===== src/rtl/sup_ram_mar_p.sv =====
// SUP-1 memory plus address register: parametrised RAM with post-incrementing MAR,
// front-panel programming port, hardware clear sequencer and sticky ri/ro conflict flag.
module sup_ram_mar_p #(
   parameter int                DATA_W   = 8,
   parameter int                ADDR_W   = 4,
   parameter logic [DATA_W-1:0] INIT_VAL = '0
) (
   input  logic              clk,
   input  logic              rst,
   input  logic [DATA_W-1:0] bus_in,
   output logic [DATA_W-1:0] bus_out,
   output logic              bus_oe,
   input  logic              mi,
   input  logic              ri,
   input  logic              ro,
   input  logic              mar_inc,
   input  logic              clr_req,
   input  logic              prog_en,
   input  logic [ADDR_W-1:0] prog_addr,
   input  logic [DATA_W-1:0] prog_data,
   input  logic              prog_we,
   output logic [ADDR_W-1:0] mar_q,
   output logic              ready,
   output logic              err
);

   localparam int DEPTH = 2**ADDR_W;

   typedef enum logic {ST_CLEAR, ST_IDLE} state_t;

   state_t            r_state;
   logic [ADDR_W-1:0] r_ptr;
   logic [ADDR_W-1:0] r_mar;
   logic              r_err;
   logic [DATA_W-1:0] r_mem [DEPTH];

   logic              w_memWe;
   logic [ADDR_W-1:0] w_memAddr;
   logic [DATA_W-1:0] w_memData;
   logic              w_oe;

   // Single write port shared by the clear sequencer, the programming port and the bus.
   always_comb begin
      w_memWe   = 1'b0;
      w_memAddr = r_mar;
      w_memData = bus_in;
      if (r_state == ST_CLEAR) begin
         w_memWe   = 1'b1;
         w_memAddr = r_ptr;
         w_memData = INIT_VAL;
      end else if (clr_req) begin
         w_memWe   = 1'b0;
      end else if (prog_en) begin
         w_memWe   = prog_we;
         w_memAddr = prog_addr;
         w_memData = prog_data;
      end else begin
         w_memWe   = ri & ~ro;
      end
   end

   // Storage is deliberately not reset; the clear sequencer is the only initialiser.
   always_ff @(posedge clk) begin
      if (w_memWe) begin
         r_mem[w_memAddr] <= w_memData;
      end
   end

   always_ff @(posedge clk or negedge rst) begin
      if (!rst) begin
         r_state <= ST_CLEAR;
         r_ptr   <= '0;
         r_mar   <= '0;
         r_err   <= 1'b0;
      end else begin
         case (r_state)
            ST_CLEAR: begin
               r_ptr <= r_ptr + 1'b1;
               if (r_ptr == '1) begin
                  r_state <= ST_IDLE;
               end
            end
            ST_IDLE: begin
               if (clr_req) begin
                  r_state <= ST_CLEAR;
                  r_ptr   <= '0;
               end else if (!prog_en) begin
                  if (ri && ro) begin
                     r_err <= 1'b1;
                  end
                  // A same-cycle load takes precedence over the increment.
                  if (mi) begin
                     r_mar <= bus_in[ADDR_W-1:0];
                  end else if (mar_inc) begin
                     r_mar <= r_mar + 1'b1;
                  end
               end
            end
            default: begin
               r_state <= ST_CLEAR;
               r_ptr   <= '0;
            end
         endcase
      end
   end

   assign w_oe    = (r_state == ST_IDLE) & ~prog_en & ro & ~ri;
   assign bus_oe  = w_oe;
   assign bus_out = w_oe ? r_mem[r_mar] : '0;
   assign mar_q   = r_mar;
   assign ready   = (r_state == ST_IDLE);
   assign err     = r_err;

endmodule

===== config.mk =====
export PLATFORM = sky130hd
export DESIGN_NAME = sup_ram_mar_p
export DESIGN_NICKNAME = d
export VERILOG_FILES = /design/src/rtl/sup_ram_mar_p.sv
export SDC_FILE = /design/constraint.sdc
export NUM_CORES = 1
export LEC_CHECK = 0
export BUFFER_PORTS_ARGS = -buffer_cell sky130_fd_sc_hd__buf_2
export CAP_MARGIN = 10
export CORE_UTILIZATION = 54
export CTS_BUF_LIST = sky130_fd_sc_hd__clkbuf_4 sky130_fd_sc_hd__clkbuf_8 sky130_fd_sc_hd__clkbuf_16
export CTS_CLUSTER_SIZE = 28
export DETAILED_ROUTE_END_ITERATION = 12
export GPL_TIMING_DRIVEN = 0
export HOLD_SLACK_MARGIN = 0.08
export MAX_ROUTING_LAYER = met4
export PLACE_DENSITY_LB_ADDON = 0.25
export SETUP_SLACK_MARGIN = 0.4
export SLEW_MARGIN = 0
export SYNTH_ARGS = -nofsm -noshare
export SYNTH_HDL_FRONTEND = slang
export SYNTH_SLANG_ARGS = --single-unit

===== constraint.sdc =====
create_clock -name clk -period 2.3 [get_ports clk]
set_input_delay 0.46 -clock clk [delete_from_list [all_inputs] [get_ports clk]]
set_output_delay 0.46 -clock clk [all_outputs]
set_load 0.03 [all_outputs]

---- After elaboration in Yosys (flattened, before gate mapping) ----
Memory sizes are Yosys's and may differ from the RTL's.
Index checks and enable logic that the tools add are counted.
word-level totals
  flip-flop bits (word level) ............. 10
  RAM bits ................................ 128
  input bits .............................. 29
  memories kept ........................... 1
memory list
  name   words  width  read ports  clocked after memory_dff  write ports  RTL line  RTL
  r_mem  16     8      1           0                         1            35        logic [DATA_W-1:0] r_mem [DEPTH];
cells by class
  add/sub/neg operators ................... 2
  equal/unequal tests ..................... 2
  mux-type cells .......................... 19
  bitwise operators ....................... 9
  reduce and logical (&&, ||, !) cells .... 4
operator list
  kind                   count
  $mux W8                4
  $mux W4                6
  $add A4 B1 Y4 const B  2
  $pmux W4 S2            1
  $reduce_and A4 Y1      2
  $mux W1                7
  $not A1 Y1             5
  $and A1 B1 Y1          4
  $eq A4 B4 Y1 const B   1
  $ne A2 B2 Y1 const B   1
  $pmux W1 S2            1
  $reduce_bool A2 Y1     1
  $logic_and A1 B1 Y1    1

---- Longest topological paths before layout ----
Gate-level depths: netlist of the first run.
  depth after elaboration ................. 7
  gate-level depth with buffers ........... 7
  mapped depth without buffers ............ 4

---- Least setup slack after synthesis of the first run ----
OpenSTA, ideal clock, no wires.
  path kind ............................... register to output
  from .................................... register r_state, in the netlist ready
  to ...................................... output bus_out[6]
  data arrival time ....................... 1.940 ns
  required time ........................... 1.840 ns
  setup slack ............................. -0.100 ns
  stages on the path, launching flop included .. 7
  cell sequence ........................... dfrtp_1 -> buf_2 -> and4bb_1 -> and3_1 -> clkbuf_1 -> a22oi_1 -> o221ai_1
between the ends
  cells in the longest elaborated chain, start to end .. 4
ends and longest elaborated chain
  element                     RTL line  RTL
  from (decl)                 31        state_t r_state;
  from (signal assigned)      71        r_state <= ST_CLEAR;
  from (signal assigned)      80        r_state <= ST_IDLE;
  from (signal assigned)      85        r_state <= ST_CLEAR;
  $and A1 B1 Y1 (3 in a row)  107       assign w_oe = (r_state == ST_IDLE) & ~prog_en & ro & ~ri;
  net bus_oe                  12        output logic bus_oe,
  $mux W8                     109       assign bus_out = w_oe ? r_mem[r_mar] : '0;
  to (decl)                   11        output logic [DATA_W-1:0] bus_out,
The timed path passes the listed nets, and every way through them passes these cells.

---- Final worst setup path of the first run ----
  from .................................... register r_mar[1], in the netlist mar_q[1]
  to ...................................... output bus_out[4]
between the ends
  cells in the longest elaborated chain, start to end .. 2
ends and longest elaborated chain
  element                 RTL line  RTL
  from (decl)             33        logic [ADDR_W-1:0] r_mar;
  from (signal assigned)  93        r_mar <= bus_in[ADDR_W-1:0];
  from (signal assigned)  95        r_mar <= r_mar + 1'b1;
  $mem_v2 Z16 W8          n/a
  $mux W8                 109
Every way passes these cells.

==> impl_metrics.json, run 1 <==
{
  "leakage_nw": 2.92,
  "cp_cell_sequence": "clkbuf_4, buf_6, mux4_2, a22oi_2, o221ai_4, buf_6",
  "avgSynthCellArea_um2": 17.6,
  "cp-end-kind": "output pin",
  "maxSlewViolCount": 0,
  "ir_drop_uv": 855,
  "worstMarginPinSlew_ns": 0.701,
  "critical-path-max-stage-delay_ns": 0.39,
  "post-route-period-util": 1.23,
  "cts-buffers-inserted": 17,
  "routed-via-count": 3832,
  "p_sw_frac": 0.350,
  "synth_top_cell_area_share": 0.655,
  "wirelength_um": 16300,
  "final.setup.tns_ns": -3.81,
  "insertion_delay_ns": 0.53,
  "portBuffers": 41,
  "ys_warn_count": 0,
  "cp.arrival_ns": 2.36,
  "synth_seq_cells": 138,
  "core_um2": 10400,
  "rsz0062_at_grt": "true",
  "dieArea_um2": 11300,
  "cts_tree": "yes",
  "overflow": 0,
  "power.internal_w": 0.00743,
  "h-tree-depth": 4,
  "drt_iter0_drc": 346,
  "critPathSlowestCell": "dfrtp_2",
  "crit_required_ns": 1.84,
  "synth_flop_cell": "edfxtp_1",
  "finalSetupViolations": 8,
  "cts_root_buffer": "clkbuf_8",
  "p_seq_frac": 0.333,
  "worstHoldPathType": "in2reg",
  "start_util": 0.563,
  "synthesis.nets": 365,
  "gr-usage-all-layers": 0.295,
  "grt_max_degree": 17,
  "ys_seq_area_frac": 0.698,
  "drive_above_1_share": 0.513,
  "cts_buffer_depth": 2,
  "clock_sinks": 138,
  "fin_skew_ns": 0.00665,
  "pwr-share-clk": 0.238,
  "hold_viol": 0,
  "synth_area_um2": 5870,
  "synth_edf_count": 128,
  "drt_pre_antenna_iters": 7,
  "grt_pass1_wl_um": 22700,
  "status": "finished, violations left",
  "final.setup.worst_slack_ns": -0.521,
  "via_per_inst": 6.43,
  "ant_nets": 0,
  "yosys-top-cells-count": "edfxtp_1, nand2_1, mux4_2",
  "placed_cells": 512,
  "synth_area_leader_cell": "edfxtp_1",
  "gp_congestion": 0.815,
  "ios": 44,
  "slew_headroom": 0.531,
  "num-nets-final": 479,
  "path_class": "reg2out",
  "pwr_density_cell_nw_per_um2": 1390,
  "path_clk_slew_ns": 0.06,
  "area_growth_syn_to_layout_pct": 39.8,
  "fmax_ghz": 0.354,
  "hpwl_um": 8110,
  "start_kind": "flop",
  "maxCapViolCount": 0,
  "diodes": 0,
  "grt_pass1_vias": 3789,
  "fin_cells": 596,
  "crit_path_frequent_cell": "buf_6",
  "antenna_found_initial": 0,
  "critPathMaxFanout": 10,
  "die_y_um": 106,
  "pwr-share-comb": 0.429,
  "ys_types": 46,
  "yosysMostFrequentCell": "edfxtp_1",
  "p_sw_w": 0.00400,
  "async_flop_share": 0.0725,
  "violations": "negative setup slack",
  "synthCells": 334,
  "remaining_drc_errors": 0,
  "post_drt_wl_per_cell_um": 27.3,
  "period_needed_ns": 2.82,
  "die_x_um": 106,
  "placementRows": 37,
  "synth.area.top_cells": "edfxtp_1, mux4_2, mux4_1, dfrtp_1, nand2_1"
}
-- logic make-up after synthesis --
family | share of synthesized area
buffers and inverters | 0.0343
multiplexers | 0.138
flip-flops | 0.698
XOR/XNOR | 0.00299
adder cells (fa/ha/maj) | 0.00427
AND/OR/NAND/NOR | 0.0617
AO/OA/AOI/OAI | 0.0606
-- power by group through the flow --
| stage | Clock, W | Combinational [W] | Sequential, W |
|---|---|---|---|
| floorplan | 0 | 0.00221 | 0.00381 |
| detailed placement | 0 | 0.00306 | 0.00381 |
| finish | 0.00272 | 0.00491 | 0.00380 |
| global route | 0.00283 | 0.00509 | 0.00384 |
| CTS | 0.00269 | 0.00439 | 0.00378 |
| global placement | 0 | 0.00297 | 0.00376 |
-- per-stage QoR --
stage	cell area (um2)	worst slack, ns	power [W]	util	hold WS (ns)
6_report	8200	-0.521	0.0114	0.787	0.212
5_1_grt	8200	-0.570	0.0118	0.787	0.210
4_1_cts	7970	-0.495	0.0109	0.765	0.210
3_5_place_dp	6590	-0.395	0.00686	0.633	0.344
3_3_place_gp	6580	-0.383	0.00674	0.632	0.338
2_1_floorplan	6210	0.173	0.00602	-	0.164
-- critical path, delay by kind of cell, from the launching register on --
kind                   cells  cell delay [ns]
DFF                        1             0.39
muxes                      1             0.35
AOI/OAI and AO/OA          2             0.47
buffers and inverters      3             0.62
-- timing repair --
item                                   4_1_cts  5_1_grt
setup buffers                               39       12
endpoints found under the hold margin       10        0
cloned                                       1        0
gates resized for setup                     85       29
hold buffers                                 1        0
setup endpoints to repair                  265      249
pin swaps                                   29       24
-- final cells by class --
class                           count  area (um2)
Buffer                             19         234
Clock buffer                       17         414
Timing Repair Buffer               95         932
Fill cell                         500        2220
Sequential cell                   138        4100
Inverter                           18        70.1
Multi-Input combinational cell    159        2110
Tap cell                          136         170
Clock inverter                     14         173
-- routing by layer --
metal | share of wire | GRT usage
met5 | 0 | -
met4 | 0.045 | 0.118
met2 | 0.51 | 0.468
met1 | 0.37 | 0.380
met3 | 0.076 | 0.0558
-- state kept, by name (all words and copies together), names as in the netlist --
signal	cells
err	1
mar_q	4
r_mem	128
r_ptr	4
ready	1
-- path summary, 6_finish.rpt --
check / start / to / slack (ns) / cells after the start
max: mar_q[1] / bus_out[4] / -0.52 / 6
min: ro / err / 0.21 / 2
max reg2reg: ready / r_mem[0][1] / 0.22 / 8
min reg2reg: err / err / 0.46 / 1
max in group asynchronous: rst / mar_q[0] / 1.73 / 2
min in group asynchronous: rst / r_ptr[0] / 0.34 / 2
-- layout by cell type (no fill, tap or decap), drive strengths merged, types with 6 or more instances in the layout --
master / instances
dfrtp: 10
o221ai: 8
nand2: 23
nor3: 17
a21oi: 14
edfxtp: 128
o21ai: 6
inv: 20
a22oi: 8
clkbuf: 24
mux4: 32
buf: 106
clkinv: 7
nor2: 10
Note: power is estimated with default switching activity, not from simulation.
==> inputs of run 2 (changes only) <==
==> constraint.sdc (replaced) <==
create_clock -name clk -period 2.32 [get_ports clk]
set_input_delay 0.464 -clock clk [delete_from_list [all_inputs] [get_ports clk]]
set_output_delay 0.464 -clock clk [all_outputs]
set_load 0.03 [all_outputs]
==> run 2 against run 1 <==
The run still ends with negative setup slack left. Final cell count shrank 0.34%. Sequential cell count is the same. Clock power shrank 8.1%. Highest routed layer unchanged. Clock-buffer cell count grew 1. Clock skew grew 0.0070 ns. Critical endpoint is now bus_out[5]. Wire length shrank 2.4%. Sequential power is essentially flat.
==> impl_metrics.json, run 2 (synthesized netlist as in run 1, its figures left out) <==
{
  "layout_commonest_cell": "edfxtp_1",
  "largest_register_ffs": 128,
  "hold_viol": 0,
  "grt_pass1_vias": 3729,
  "path_class": "reg2out",
  "grt_pass1_wl_um": 21900,
  "crit_path_frequent_cell": "buf_12",
  "insertion_delay_ns": 0.52,
  "worstHoldPathType": "in2reg",
  "drive_above_1_share": 0.500,
  "ir_drop_uv": 1150,
  "placed_cells": 511,
  "die_x_um": 106,
  "placementRows": 37,
  "regMostFlops": "r_mem",
  "final_cell_mix": "edfxtp_1, buf_2, buf_6, mux4_2",
  "fin_cells": 594,
  "remaining_drc_errors": 0,
  "via_per_inst": 6.41,
  "critical-path-max-stage-delay_ns": 0.52,
  "core_um2": 10400,
  "maxSlewViolCount": 0,
  "antenna_found_initial": 0,
  "fillCellCount": 518,
  "cp.arrival_ns": 2.35,
  "final.setup.worst_slack_ns": -0.490,
  "fmax_ghz": 0.356,
  "critPathMaxFanout": 9,
  "routed-via-count": 3808,
  "portBuffers": 41,
  "violations": "negative setup slack",
  "dieArea_um2": 11300,
  "status": "finished, violations left",
  "critPathSlowestCell": "mux4_2",
  "clock_sinks": 138,
  "post-route-period-util": 1.21,
  "die_y_um": 106,
  "dp_slack_ns": -0.507,
  "cts_root_buffer": "clkbuf_8",
  "overflow": 0,
  "cts_tree": "yes",
  "cp-end-kind": "output pin",
  "maxCapViolCount": 0,
  "worstMarginPinSlew_ns": 0.630,
  "final.setup.tns_ns": -3.66,
  "cts_buffer_depth": 2,
  "ant_nets": 0,
  "gr-usage-all-layers": 0.292,
  "grt_max_degree": 17,
  "fin_skew_ns": 0.0136,
  "hpwl_um": 8130,
  "crit_required_ns": 1.86,
  "gp_congestion": 0.782,
  "p_total_w": 0.0108,
  "post_drt_wl_per_cell_um": 26.8,
  "start_kind": "flop",
  "leakage_nw": 2.89,
  "ios": 44,
  "drt_pre_antenna_iters": 7,
  "hold_ws_ns": 0.250,
  "finalSetupViolations": 8,
  "rsz0062_at_grt": "true",
  "drt_iter0_drc": 378,
  "cp_cell_sequence": "buf_12, buf_12, mux4_2, a22oi_2, o221ai_4, buf_6",
  "diodes": 0,
  "slew_headroom": 0.579,
  "area_growth_syn_to_layout_pct": 38.7,
  "cts-buffers-inserted": 17,
  "start_util": 0.563,
  "wirelength_um": 15900,
  "num-nets-final": 476,
  "path_buf_inv": 3,
  "path_clk_slew_ns": 0.06,
  "pwr_density_cell_nw_per_um2": 1330,
  "period_needed_ns": 2.81,
  "crit_family": "multiplexers",
  "h-tree-depth": 4
}
run 2: changes by cell type in the layout (fill, tap and decap cells not counted), sizes merged:
cell,change
clkinvlp,+3
bufinv,-2
clkbuf,-2
clkinv,-1
run 2: where the power goes:
group / leakage, nW / internal [W] / switching [W]
clock: 0.255 / 0.00143 / 0.00106
combinational: 1.32 / 0.00200 / 0.00253
sequential: 1.31 / 0.00353 / 0.000253
total: 2.89 / 0.00697 / 0.00385
run 2: stage by stage:
stage / util / area, um2
6_report: 0.781 / 8130
2_1_floorplan: - / 6210
4_1_cts: 0.747 / 7780
3_3_place_gp: 0.632 / 6590
3_5_place_dp: 0.632 / 6590
5_1_grt: 0.781 / 8130
run 2: path summary, 6_finish.rpt:
kind | from | to | slack [ns] | cells past startpoint
max reg2reg | ready | r_mem[8][2] | 0.23 | 8
min in group asynchronous | rst | r_ptr[3] | 0.35 | 2
max in group asynchronous | rst | mar_q[0] | 1.73 | 2
min | ro | err | 0.25 | 2
max | mar_q[0] | bus_out[5] | -0.49 | 6
min reg2reg | err | err | 0.49 | 1
run 2: worst register-to-register path: cells and delay by family, from the launching register on:
kind	cells	cell delay (ns)
AND/OR/NAND/NOR	3	0.54
flip-flops	1	0.43
buffers and inverters	4	0.61
AO/OA/AOI/OAI	1	0.21
run 2: repair_timing:
item	in CTS	in global routing
setup endpoints to repair	266	249
endpoints found under the hold margin	10	0
pin swaps	22	20
setup buffers	35	15
resized for setup	59	48
hold buffers	1	0
run 2: cell type report:
cell class | count | area (um2) | area share
inverter | 18 | 67.6 | 0.00831
buffer | 19 | 235 | 0.0289
multi-input combinational | 159 | 2110 | 0.259
clock buffer | 18 | 422 | 0.0518
clock inverter | 14 | 125 | 0.0154
tap | 136 | 170 | 0.0209
timing repair buffer | 92 | 911 | 0.112
sequential | 138 | 4100 | 0.504
run 2: layer usage:
layer / GRT usage / routed length (um)
met1: 0.351 / 5680
met2: 0.477 / 8270
met3: 0.0619 / 1330
met4: 0.132 / 614
met5: - / 0
